[src/rtl/jingle_pkg.sv]
// Shared types and helpers for the feedback-jingle sequencer and its timing blocks.
package jingle_pkg;

    typedef enum logic [1:0] {
        IDLE,
        NOTE_ON,
        NOTE_GAP
    } state_t;

    typedef enum logic {
        SUCC,
        FAIL
    } mode_t;

    // Note code that drives both the piezo decoder and the LED bank dark.
    localparam int NOTE_SILENT = 0;

    // Ceiling log2 for elaboration-time sizing; returns 0 for values <= 1.
    function automatic int clog2(input int value);
        int result;
        int rem;
        result = 0;
        rem = value - 1;
        while (rem > 0) begin
            result = result + 1;
            rem = rem >> 1;
        end
        return result;
    endfunction

endpackage

[src/rtl/jingle_player_tick_divider.sv]
// Free-running clock divider producing a one-cycle tick every TICK_DIV clocks.
// A synchronous clear restarts the period so callers get deterministic phase.
module tick_divider
    import jingle_pkg::*;
#(
    parameter int TICK_DIV = 5000000
) (
    input  logic clk,
    input  logic reset,
    input  logic clr,
    output logic tick
);

    localparam int CNT_W = (clog2(TICK_DIV) < 1) ? 1 : clog2(TICK_DIV);
    localparam logic [CNT_W-1:0] CNT_LAST = CNT_W'(TICK_DIV - 1);

    logic [CNT_W-1:0] cnt;

    assign tick = (cnt == CNT_LAST);

    // Count 0..TICK_DIV-1 and wrap; clear restarts the period at 0.
    always_ff @(posedge clk or posedge reset) begin
        if (reset) begin
            cnt <= '0;
        end else if (clr || (cnt == CNT_LAST)) begin
            cnt <= '0;
        end else begin
            cnt <= cnt + 1'b1;
        end
    end

endmodule

[src/rtl/jingle_player.sv]
// Feedback-jingle sequencer: plays an ascending success or descending fail
// note sequence on the piezo (muteable) and mirrors it on the LED bank.
module jingle_player
    import jingle_pkg::*;
#(
    parameter int TICK_DIV   = 5000000,
    parameter int ON_TICKS   = 3,
    parameter int OFF_TICKS  = 1,
    parameter int SUCC_LEN   = 3,
    parameter int FAIL_LEN   = 3,
    parameter int MAX_LEN    = 8,
    parameter int NOTE_W     = 4,
    parameter int FAIL_TOP   = 4,
    parameter int RESTART_EN = 0
) (
    input  logic              clk,
    input  logic              reset,
    input  logic              success,
    input  logic              fail,
    input  logic              mute,
    output logic [NOTE_W-1:0] piezo_out,
    output logic [NOTE_W-1:0] led_out,
    output logic              busy,
    output logic              done
);

    localparam int MAX_T = (ON_TICKS > OFF_TICKS) ? ON_TICKS : OFF_TICKS;
    localparam int SUB_W = clog2(MAX_T) + 1;
    localparam int IDX_W = (clog2(MAX_LEN) < 1) ? 1 : clog2(MAX_LEN);

    localparam logic [SUB_W-1:0]  SUB_ON_LAST  = SUB_W'(ON_TICKS - 1);
    localparam logic [SUB_W-1:0]  SUB_OFF_LAST = SUB_W'(OFF_TICKS - 1);
    localparam logic [IDX_W-1:0]  SUCC_LAST    = IDX_W'(SUCC_LEN - 1);
    localparam logic [IDX_W-1:0]  FAIL_LAST    = IDX_W'(FAIL_LEN - 1);
    localparam logic [NOTE_W-1:0] SILENT       = NOTE_W'(NOTE_SILENT);

    state_t            state;
    mode_t             mode;
    logic [IDX_W-1:0]  idx;
    logic [SUB_W-1:0]  sub;
    logic              tick;
    logic              trig;
    logic              accept;
    mode_t             trig_mode;
    logic [IDX_W-1:0]  last_idx;
    logic [IDX_W-1:0]  idx_next;
    logic [NOTE_W-1:0] cur_note;
    logic [NOTE_W-1:0] next_note;
    logic [NOTE_W-1:0] start_note;

    // Note code for position i of the jingle in mode m; parameter limits
    // guarantee neither branch wraps.
    function automatic logic [NOTE_W-1:0] note_of(input mode_t m, input logic [IDX_W-1:0] i);
        if (m == SUCC) begin
            return NOTE_W'(i) + NOTE_W'(1);
        end
        return NOTE_W'(FAIL_TOP) - NOTE_W'(i);
    endfunction

    // Success wins when both triggers arrive together; busy triggers only
    // count when restart is enabled.
    assign trig       = success | fail;
    assign trig_mode  = success ? SUCC : FAIL;
    assign accept     = trig && ((state == IDLE) || (RESTART_EN != 0));
    assign last_idx   = (mode == SUCC) ? SUCC_LAST : FAIL_LAST;
    assign idx_next   = idx + 1'b1;
    assign cur_note   = note_of(mode, idx);
    assign next_note  = note_of(mode, idx_next);
    assign start_note = note_of(trig_mode, '0);

    // Divider restarts on every accepted trigger so note timing is fixed
    // relative to the trigger edge.
    tick_divider #(
        .TICK_DIV (TICK_DIV)
    ) u_tick_divider (
        .clk   (clk),
        .reset (reset),
        .clr   (accept),
        .tick  (tick)
    );

    // Sequencer FSM with registered piezo/LED/status outputs.
    always_ff @(posedge clk or posedge reset) begin
        if (reset) begin
            state     <= IDLE;
            mode      <= SUCC;
            idx       <= '0;
            sub       <= '0;
            piezo_out <= SILENT;
            led_out   <= SILENT;
            busy      <= 1'b0;
            done      <= 1'b0;
        end else begin
            done <= 1'b0;
            if (accept) begin
                state     <= NOTE_ON;
                mode      <= trig_mode;
                idx       <= '0;
                sub       <= '0;
                led_out   <= start_note;
                piezo_out <= mute ? SILENT : start_note;
                busy      <= 1'b1;
            end else begin
                case (state)
                    IDLE: begin
                        led_out   <= SILENT;
                        piezo_out <= SILENT;
                        busy      <= 1'b0;
                    end
                    NOTE_ON: begin
                        led_out   <= cur_note;
                        piezo_out <= mute ? SILENT : cur_note;
                        if (tick) begin
                            if (sub == SUB_ON_LAST) begin
                                state     <= NOTE_GAP;
                                sub       <= '0;
                                led_out   <= SILENT;
                                piezo_out <= SILENT;
                            end else begin
                                sub <= sub + 1'b1;
                            end
                        end
                    end
                    NOTE_GAP: begin
                        led_out   <= SILENT;
                        piezo_out <= SILENT;
                        if (tick) begin
                            if (sub == SUB_OFF_LAST) begin
                                sub <= '0;
                                if (idx == last_idx) begin
                                    state <= IDLE;
                                    busy  <= 1'b0;
                                    done  <= 1'b1;
                                end else begin
                                    state     <= NOTE_ON;
                                    idx       <= idx_next;
                                    led_out   <= next_note;
                                    piezo_out <= mute ? SILENT : next_note;
                                end
                            end else begin
                                sub <= sub + 1'b1;
                            end
                        end
                    end
                    default: begin
                        state     <= IDLE;
                        led_out   <= SILENT;
                        piezo_out <= SILENT;
                        busy      <= 1'b0;
                    end
                endcase
            end
        end
    end

endmodule

[config.mk]
export PLATFORM = sky130hd
export DESIGN_NAME = jingle_player
export DESIGN_NICKNAME = d
export VERILOG_FILES = /design/src/rtl/jingle_pkg.sv /design/src/rtl/jingle_player_tick_divider.sv /design/src/rtl/jingle_player.sv
export SDC_FILE = /design/constraint.sdc
export NUM_CORES = 1
export LEC_CHECK = 0
export CAP_MARGIN = 20
export CORE_ASPECT_RATIO = 1.25
export CORE_MARGIN = 5
export CORE_UTILIZATION = 45
export DETAILED_ROUTE_END_ITERATION = 7
export MAX_ROUTING_LAYER = met4
export PLACE_DENSITY_LB_ADDON = 0.3
export SLEW_MARGIN = 30
export SYNTH_ARGS = -nofsm -noshare
export SYNTH_HDL_FRONTEND = slang
export SYNTH_SLANG_ARGS = --single-unit
[constraint.sdc]
create_clock -name clk -period 4.23 [get_ports clk]
set_input_delay 0.846 -clock clk [delete_from_list [all_inputs] [get_ports clk]]
set_output_delay 0.846 -clock clk [all_outputs]
set_load 0.01 [all_outputs]
### Word-level counts from Yosys, hierarchy flattened

Index checks and enable logic that the tools add are counted.

| storage, ports and cells | value |
|---|---|
| latch bits | 0 |
| memories kept | 0 |
| input bits | 5 |
| register bits after elaboration | 42 |
| output and inout bits | 10 |
| word-level logic and storage cells | 94 |
| memory bits (read-only) | 0 |
| RAM bits | 0 |

| cells by class | value |
|---|---|
| multiplexer cells | 52 |
| divide/modulo/power cells | 0 |
| $mul | 0 |
| eq/ne operators | 13 |
| reductions and logical operators | 12 |
| $add $sub $neg | 7 |
| $lt $le $gt $ge | 0 |
| shifts and indexed selects | 0 |
| bitwise operators | 1 |

Operators by type and width:

| kind | count |
|---|---|
| $mux 4 | 19 |
| $mux 3 | 10 |
| $add 23x1->23 const B | 1 |
| $eq 23x23->1 const B | 1 |
| $mux 23 | 1 |
| $pmux 4 s2 | 2 |
| $ne 3x2->1 const B | 5 |
| $mux 1 | 12 |
| $mux 2 | 5 |
| $add 3x1->4 const B | 2 |
| $reduce_and 4->1 | 2 |
| $sub 3x3->4 const A | 2 |
| $add 3x1->3 const B | 2 |
| $eq 3x2->1 const B | 2 |
| $ne 2x1->1 const B | 3 |
| $pmux 2 s3 | 1 |
| $pmux 3 s2 | 1 |
| $reduce_bool 2->1 | 3 |
| $reduce_and 5->1 | 1 |
| $logic_not 3->1 | 1 |
| $reduce_and 3->1 | 1 |
| $reduce_bool 3->1 | 1 |
| $eq 2x1->1 const B | 1 |
| $eq 2x2->1 const B | 1 |
| other kinds (5) | 5 |

### Longest topological paths before layout

Gate-level depths: netlist (run 1).

| logic depth | value |
|---|---|
| depth after elaboration | 9 |
| depth in mapped cells | 8 |
| gate-level depth less buffers | 7 |

### Hierarchy

From an unflattened synthesis (run 1), not the netlist that was laid out.

| unflattened totals | value |
|---|---|
| cell total of the unflattened synthesis | 243 |
| area, all modules | 2369.8 µm² |

Modules (own cells, without submodules):

| module | cells each | sequential area each (µm²) | area an instance (µm²) | times used |
|---|---|---|---|---|
| tick_divider | 125 | 575.6 | 1202.4 | 1 |
| jingle_player | 118 | 475.5 | 1167.4 | 1 |

### Worst setup path before layout (run 1)

No wires, ideal clock.

| timing path | value |
|---|---|
| path kind | register -> register |
| from | register u_tick_divider.cnt[12] |
| to | register piezo_out[0] |
| buffers on the path | 1 |
| data required time | 4165 ps |
| clock period less this slack | 2388 ps |
| path slack | 1842 ps |
| arrival time | 2323 ps |
| stages on the path, launching flop included | 7 |
| library setup time | 65 ps |
| cell sequence | dfrtp_1 -> or4b_1 -> or4_1 -> buf_2 -> or4_4 -> o221ai_2 -> and2b_1 |

| on the way | value |
|---|---|
| word-level cells in the longest chain between the ends | 4 |
| elaborated cells between the ends (all ways) | 5 |
| those cells by class | 1 x eq/ne; 4 x mux |

Ends and longest elaborated chain:

| element | line | RTL |
|---|---|---|
| start: declaration | jingle_player_tick_divider.sv:17 | `logic [CNT_W-1:0] cnt;` |
| start signal: assignment | jingle_player_tick_divider.sv:28 | `cnt <= cnt + 1'b1;` |
| $eq 23x23->1 * | jingle_player_tick_divider.sv:19 | `assign tick = (cnt == CNT_LAST);` |
| $mux 4 (on tied branches) | jingle_player.sv:127, jingle_player.sv:113 |  |
| $pmux 4 s2 * | jingle_player.sv:104 | `case (state)` |
| $mux 4 * | jingle_player.sv:95 | `if (accept) begin` |
| end signal: assignment | jingle_player.sv:101 | `piezo_out <= mute ? SILENT : start_note;` |
| end signal: assignment | jingle_player.sv:112 | `piezo_out <= mute ? SILENT : cur_note;` |
| end signal: assignment | jingle_player.sv:138 | `piezo_out <= mute ? SILENT : next_note;` |
| end: declaration | jingle_player.sv:21 | `output logic [NOTE_W-1:0] piezo_out,` |

Mark *: on every way between the ends. The rest lies on a longest branch, timed or not.
A chain may end at the register's enable or synchronous reset.

### Worst setup path in the final report (run 1)

| timing path | value |
|---|---|
| from | register u_tick_divider.cnt[0] |
| to | register sub[0] |

| on the way | value |
|---|---|
| word-level cells in the longest chain between the ends | 3 |
| elaborated cells between the ends (all ways) | 4 |
| those cells by class | 3 x eq/ne; 1 x reduce/logical |

Ends and longest elaborated chain:

| element | line | RTL |
|---|---|---|
| $eq 23x23->1 * | jingle_player_tick_divider.sv:19 |  |
| $ne 3x2->1 (no line) | - |  |
| $reduce_and 3->1 (no line) * | - |  |
| end signal: assignment | jingle_player.sv:120 | `sub <= sub + 1'b1;` |
| end signal: assignment | jingle_player.sv:141 | `sub <= sub + 1'b1;` |
| end: declaration | jingle_player.sv:40 | `logic [SUB_W-1:0] sub;` |

Marks and branches as above.

==> run_results.csv, run 1 <==
group,metric,value,unit
global_route,met2_usage,26.11,%
worst_setup_path,startpoint_type,"flop",
clock_tree,post_cts_resized,0,
yosys,synth.most_common_cell,"dfrtp_1",
routing,drtPass1Iterations,4,
yosys,yosys_warnings,0,
worst_setup_path,crit_type,"reg -> reg",
clock_tree,clock_path_buffers,2,
timing,period_minus_slack,2707,ps
worst_setup_path,path_cells,"ha_1, nand3_1, or4_1, o41ai_1, nand3_1, o21ai_0",
timing,hold_viol,0,
timing,tightestPinTransition,876.8,ps
worst_setup_path,cp_common_cell,"nand3_1",
yosys,synth_top_area_share,45.55,%
floorplan,initial_utilization,45.75,%
worst_setup_path,cp.arrival,2920,ps
global_route,grtUsageMet3,3.348,%
yosys,synth.cell_area,0.002307,mm²
timing,period_share,64.00,%
routing,wl_per_cell,14.63,µm
timing,whs,489.8,ps
outcome,outcome,"finished, final reports clean",
yosys,async_reset_ff_share,100.0,%
clock_tree,clock_sinks,42,
worst_setup_path,crit_fanout,8,
yosys,synth_area_leader_cell,"dfrtp_1",
timing,rsz0062_at_grt,"false",
worst_setup_path,endpoint_kind,"flop",
cells_and_area,finalNetCount,267,
routing,viasPerCell,5.425,
yosys,netlist_instances,236,
timing,fmax,0.3694,GHz
worst_setup_path,cp.required,4440,ps
routing,dr.first_iter.drc_count,66,
yosys,synth_enable_flop_cells,0,
clock_tree,clkTransAtPathRegs,80,ps
timing,final-setup-viol-count,0,
cells_and_area,final_layout_size_suffix_gt1_share,6.375,%
yosys,netlist_top_cells_count,"42 x dfrtp_1, 35 x nor2_1, 15 x nand3_1, 15 x xor2_1, 13 x nand2_1",
cells_and_area,diodes,0,
place,pre_cts_ws,1432,ps
routing,ant_nets,0,
worst_setup_path,critPathBufInv,0,
place,dpl.hpwl,3330,µm
global_route,grt_pass1_vias,1724,
power_and_ir_drop,power.total,675.3,µW
timing,finalSetupTns,0,ps
routing,wl,4578,µm
place,port_buffers,14,
global_route,use_met1,19.17,%
yosys,ys_types,52,
worst_setup_path,cp_slowest_cell,"or4_1",
timing,final_max_slew_viol_count,0,
clock_tree,clock_latency,300,ps
clock_tree,htreeDepth,2,
yosys,synthTopCellsByArea,"dfrtp_1 46%, ha_1 6.5%, nor2_1 5.7%, xor2_1 5.7%, xnor2_1 3.8%",
worst_setup_path,critical_path.top_delay_family,"simple AND/OR/NAND/NOR gates",
timing,relSlewSlack,41.01,%
hold_path,holdCritPathClass,"reg -> reg",
global_route,grt-ovfl-total,0,
clock_tree,postCtsHoldBufs,0,
timing,worst_slack,1523,ps
global_route,grt_max_degree,43,
clock_tree,cts_tree,"built",
place,place_congestion,0.8348,
power_and_ir_drop,powerDensity,260.6,mW/mm²
power_and_ir_drop,peakVddDrop,0.0001552,V
global_route,gr-usage-all-layers,15.89,%
clock_tree,numCtsBuffers,5,
routing,dr_total_vias,1698,
floorplan,rows,29,
floorplan,chipHeight,90.06,µm
timing,fin_skew,6.373,ps
floorplan,ioPinCount,15,
yosys,ys_seq_area_share,45.55,%
global_route,antenna_found_initial,0,
clock_tree,clockRootBuffer,"clkbuf_8",
yosys,synth_seq_cells,42,
power_and_ir_drop,power.leakage,0.001161,µW
global_route,top_usage_layer,"met2",
routing,route.detailed.drc,0,
floorplan,dieArea,0.006668,mm²
yosys,synth_flop_cell,"dfrtp_1",
run,drv_cap,0,
yosys,avgSynthCellArea,9.776,µm²
yosys,synth_nets,253,
floorplan,die_x,74.05,µm
floorplan,core,0.005044,mm²
worst_setup_path,cp_slowest_stage_delay,770,ps
clock_tree,postCtsSetupBuffers,0,
cells_and_area,area_delta_synth_final,12.31,%
global_route,grt_pass1_wl,8128,µm
==> per-stage QoR <==
step / instance area, µm² / util (%) / instances
after floorplan: 2307 / - / 236
after global placement: 2501 / 49.59 / 305
after detailed placement: 2501 / 49.59 / 305
after CTS: 2591 / 51.38 / 313
after global routing: 2591 / 51.38 / 313
final: 2591 / 51.38 / 313
==> worst paths after layout <==
check | from | to | slack [ps] | cells past startpoint
setup / recovery | u_tick_divider.cnt[0]$_DFF_PP0_ | sub[0]$_DFFE_PP0P_ | 1520 | 6
hold / removal | u_tick_divider.cnt[0]$_DFF_PP0_ | u_tick_divider.cnt[0]$_DFF_PP0_ | 490 | 1
setup reg to reg | u_tick_divider.cnt[0]$_DFF_PP0_ | sub[0]$_DFFE_PP0P_ | 1520 | 6
hold reg to reg | u_tick_divider.cnt[0]$_DFF_PP0_ | u_tick_divider.cnt[0]$_DFF_PP0_ | 490 | 1
max in group asynchronous | reset | sub[1]$_DFFE_PP0P_ | 2890 | 3
min in group asynchronous | reset | u_tick_divider.cnt[3]$_DFF_PP0_ | 980 | 3
==> routing by layer <==
layer  routed length (µm)  share of wire (%)
met4                   70                1.5
met5                    0                  0
met3                  117                2.6
met1                 2023                 44
met2                 2368                 52
==> cells in the final DEF, fill, tap and decap left out, types with 2 or more instances in the layout <==
cell and instances:
dfrtp_1 42, nor2_1 35, nand3_1 15, xor2_1 15
clkdlybuf4s50_1 14, nand2_1 13, ha_1 12, inv_1 10
xnor2_1 10, nand4_1 7, o21ai_0 6, nor4_1 6
nand2b_1 5, clkbuf_8 5, nor3b_1 3, a21oi_1 3
nor3_1 3, nand3b_1 2, a211oi_1 2, nand4b_1 2
and3_1 2, mux2i_1 2, or3_1 2, a31oi_1 2
o31ai_1 2
==> where the power goes <==
group,switching (µW),leakage (µW),total (µW),internal (µW)
registers,0,0.000546,401,401
clock network,145,0.0000441,261,116
logic,8.95,0.000571,13.2,4.21
total,154,0.00116,675,521
==> final cells by class <==
cell class,instances,area (µm²)
clock buffers,5,68.82
clock inverters,3,21.27
fillers,468,2452
inverters,11,41.29
multi-input cells,175,1184
flip-flops and latches,42,1051
well taps,62,77.57
repair buffers,15,147.6
==> cells by family (layout without fill, tap and decap cells) <==
| group | Yosys count | in the layout | synth area share, % |
|---|---|---|---|
| xor+xnor | 25 | 25 | 9.490 |
| fa+ha+maj | 13 | 13 | 6.941 |
| flops | 42 | 42 | 45.55 |
| compound gates | 29 | 29 | 9.436 |
| buf+inv | 19 | 34 | 3.145 |
| mux | 2 | 2 | 0.8677 |
| simple gates | 106 | 106 | 24.57 |
==> worst reg2reg max path, delay by kind of cell, from the launching register on <==
kind,cells,cell delay [ps]
flops,1,390
fa+ha+maj,1,200
compound gates,2,870
simple gates,3,1160
==> registers in the layout, summed over array words and instances, names as in the netlist <==
signal,flops
piezo_out,4
sub,3
mode,1
state,2
u_tick_divider.cnt,23
idx,3
done,1
busy,1
led_out,4
No activity file was read; power rests on OpenSTA's default activity.
==> inputs of run 2 (changes only) <==
clock period = 2.7 ns   (was 4.23 ns; I/O delays follow)
==> run_results.csv, run 2 (synthesized netlist as in run 1, its figures left out) <==
group,metric,value,unit
cells_and_area,diodes,0,
floorplan,chipHeight,90.06,µm
cells_and_area,design_area,0.002653,mm²
routing,dr.first_iter.drc_count,118,
timing,finalSetupTns,0,ps
clock_tree,clockRootBuffer,"clkbuf_8",
timing,final-setup-viol-count,0,
floorplan,rows,29,
place,dpl.hpwl,3382,µm
cells_and_area,final_cell_mix,"42 x dfrtp_1, 35 x nor2_1, 15 x nand3_1, 15 x xor2_1, 14 x clkdlybuf4s50_1",
clock_tree,clock_sinks,42,
clock_tree,cts_tree,"built",
routing,ant_nets,0,
worst_setup_path,path_cells,"or4b_1, or4_1, or4_4, o22ai_1, nor3b_1",
timing,fin_skew,7.781,ps
power_and_ir_drop,power.leakage,0.001200,µW
floorplan,ioPinCount,15,
timing,final_max_slew_viol_count,0,
worst_setup_path,cp_slowest_stage_delay,630,ps
worst_setup_path,cp.required,2910,ps
cells_and_area,final_layout_size_suffix_gt1_share,7.782,%
worst_setup_path,crit_end,"piezo_out[3]$_DFF_PP0_",
worst_setup_path,endpoint_kind,"flop",
worst_setup_path,startpoint_type,"flop",
timing,hold_viol,0,
global_route,grt_pass1_vias,1739,
clock_tree,postCtsSetupBuffers,0,
routing,wl,4588,µm
timing,period_share,95.37,%
place,port_buffers,14,
hold_path,holdCritPathClass,"reg -> reg",
worst_setup_path,critPathBufInv,0,
routing,wl_per_cell,14.38,µm
hold_path,hold_start,"u_tick_divider.cnt[0]$_DFF_PP0_",
routing,drtPass1Iterations,4,
worst_setup_path,crit_type,"reg -> reg",
worst_setup_path,rrSetupSlack,130,ps
cells_and_area,top_regs,"u_tick_divider.cnt (23), led_out (4), piezo_out (4)",
worst_setup_path,path_depth,5,
run,drv_cap,0,
clock_tree,clock_path_buffers,2,
worst_setup_path,rr_startpoint,"u_tick_divider.cnt[12]$_DFF_PP0_",
routing,route.detailed.drc,0,
cells_and_area,top_register,"u_tick_divider.cnt",
timing,period_minus_slack,2575,ps
worst_setup_path,cp.arrival,2790,ps
worst_setup_path,reg2reg_depth,5,
place,place_area,0.002546,mm²
clock_tree,numCtsBuffers,5,
cells_and_area,final_common_cell,"dfrtp_1",
floorplan,initial_utilization,45.75,%
worst_setup_path,cp_slowest_cell,"or4_4",
routing,dr_total_vias,1721,
place,place_congestion,0.8627,
cells_and_area,largest_reg_flops,23,
cells_and_area,finalNetCount,273,
cells_and_area,area_delta_synth_final,14.97,%
clock_tree,postCtsHoldBufs,0,
timing,fmax,0.3884,GHz
worst_setup_path,crit_fanout,6,
clock_tree,clkTransAtPathRegs,80,ps
clock_tree,post_cts_resized,0,
global_route,grt_max_degree,43,
clock_tree,clock_latency,290,ps
worst_setup_path,startpoint,"u_tick_divider.cnt[12]$_DFF_PP0_",
global_route,gr-usage-all-layers,15.65,%
power_and_ir_drop,powerDensity,425.9,mW/mm²
timing,tightestPinTransition,770.1,ps
global_route,grt_pass1_wl,8031,µm
cells_and_area,fillers,447,
power_and_ir_drop,peakVddDrop,0.0002900,V
global_route,antenna_found_initial,0,
worst_setup_path,r2r-end,"piezo_out[3]$_DFF_PP0_",
global_route,grt-ovfl-total,0,
floorplan,core,0.005044,mm²
outcome,outcome,"finished, final reports clean",
floorplan,die_x,74.05,µm
clock_tree,htreeDepth,2,
worst_setup_path,critical_path.top_delay_family,"simple AND/OR/NAND/NOR gates",
floorplan,dieArea,0.006668,mm²
timing,relSlewSlack,48.19,%
timing,rsz0062_at_grt,"false",
routing,viasPerCell,5.395,
-- run 2: cell types whose count changed in the layout (fill, tap and decap cells not counted), sizes merged --
cell	previous run	this run
buf	1	7
bufinv	0	1
clkbuf	5	7
clkinv	3	1
clkinvlp	1	0
-- run 2: how the worst min path moves through the flow --
stage	to	cells past startpoint	slack, ps
2_1_floorplan	u_tick_divider.cnt[0]$_DFF_PP0_	1	450
3_3_place_gp	u_tick_divider.cnt[0]$_DFF_PP0_	1	480
3_5_place_dp	busy$_DFFE_PP0P_	1	480
4_1_cts	u_tick_divider.cnt[0]$_DFF_PP0_	1	500
5_1_grt	u_tick_divider.cnt[0]$_DFF_PP0_	1	510
6_report	u_tick_divider.cnt[0]$_DFF_PP0_	1	490
-- run 2: where the power goes --
| part | internal (µW) | total (µW) | switching, µW |
|---|---|---|---|
| Clock | 277 | 481 | 204 |
| Combinational | 6.59 | 20.4 | 13.8 |
| Sequential | 628 | 628 | 0 |
-- run 2: area by class of cell --
cell class,instances,area (µm²),share of cell area [%]
clock buffers,7,76.32,2.877
clock inverters,1,30.03,1.132
inverters,11,41.29,1.557
multi-input cells,175,1184,44.62
flip-flops and latches,42,1051,39.62
well taps,62,77.57,2.925
repair buffers,21,192.7,7.264
-- run 2: metal layers --
layer / vias to the layer above / GRT usage, % / wire length, µm / share of wire (%)
li1: 866 / - / - / -
met1: 826 / 19.03 / 2058 / 45
met2: 17 / 24.48 / 2285 / 50
met3: 12 / 3.795 / 114 / 2.5
met4: 0 / 6.495 / 130 / 2.8
met5: - / - / 0 / 0
-- run 2: per-stage QoR --
stage          hold slack, ps  setup WS (ps)  power [µW]  util, %  instances
3_3_place_gp            480.4          202.3       662.3    50.48        311
3_5_place_dp            485.0          140.5       662.3    50.48        311
6_report                492.2          125.1        1130    52.59        319
2_1_floorplan           454.7          311.8       650.7        -        236
5_1_grt                 510.6          29.59        1173    52.59        319
4_1_cts                 495.9          126.0        1145    52.59        319
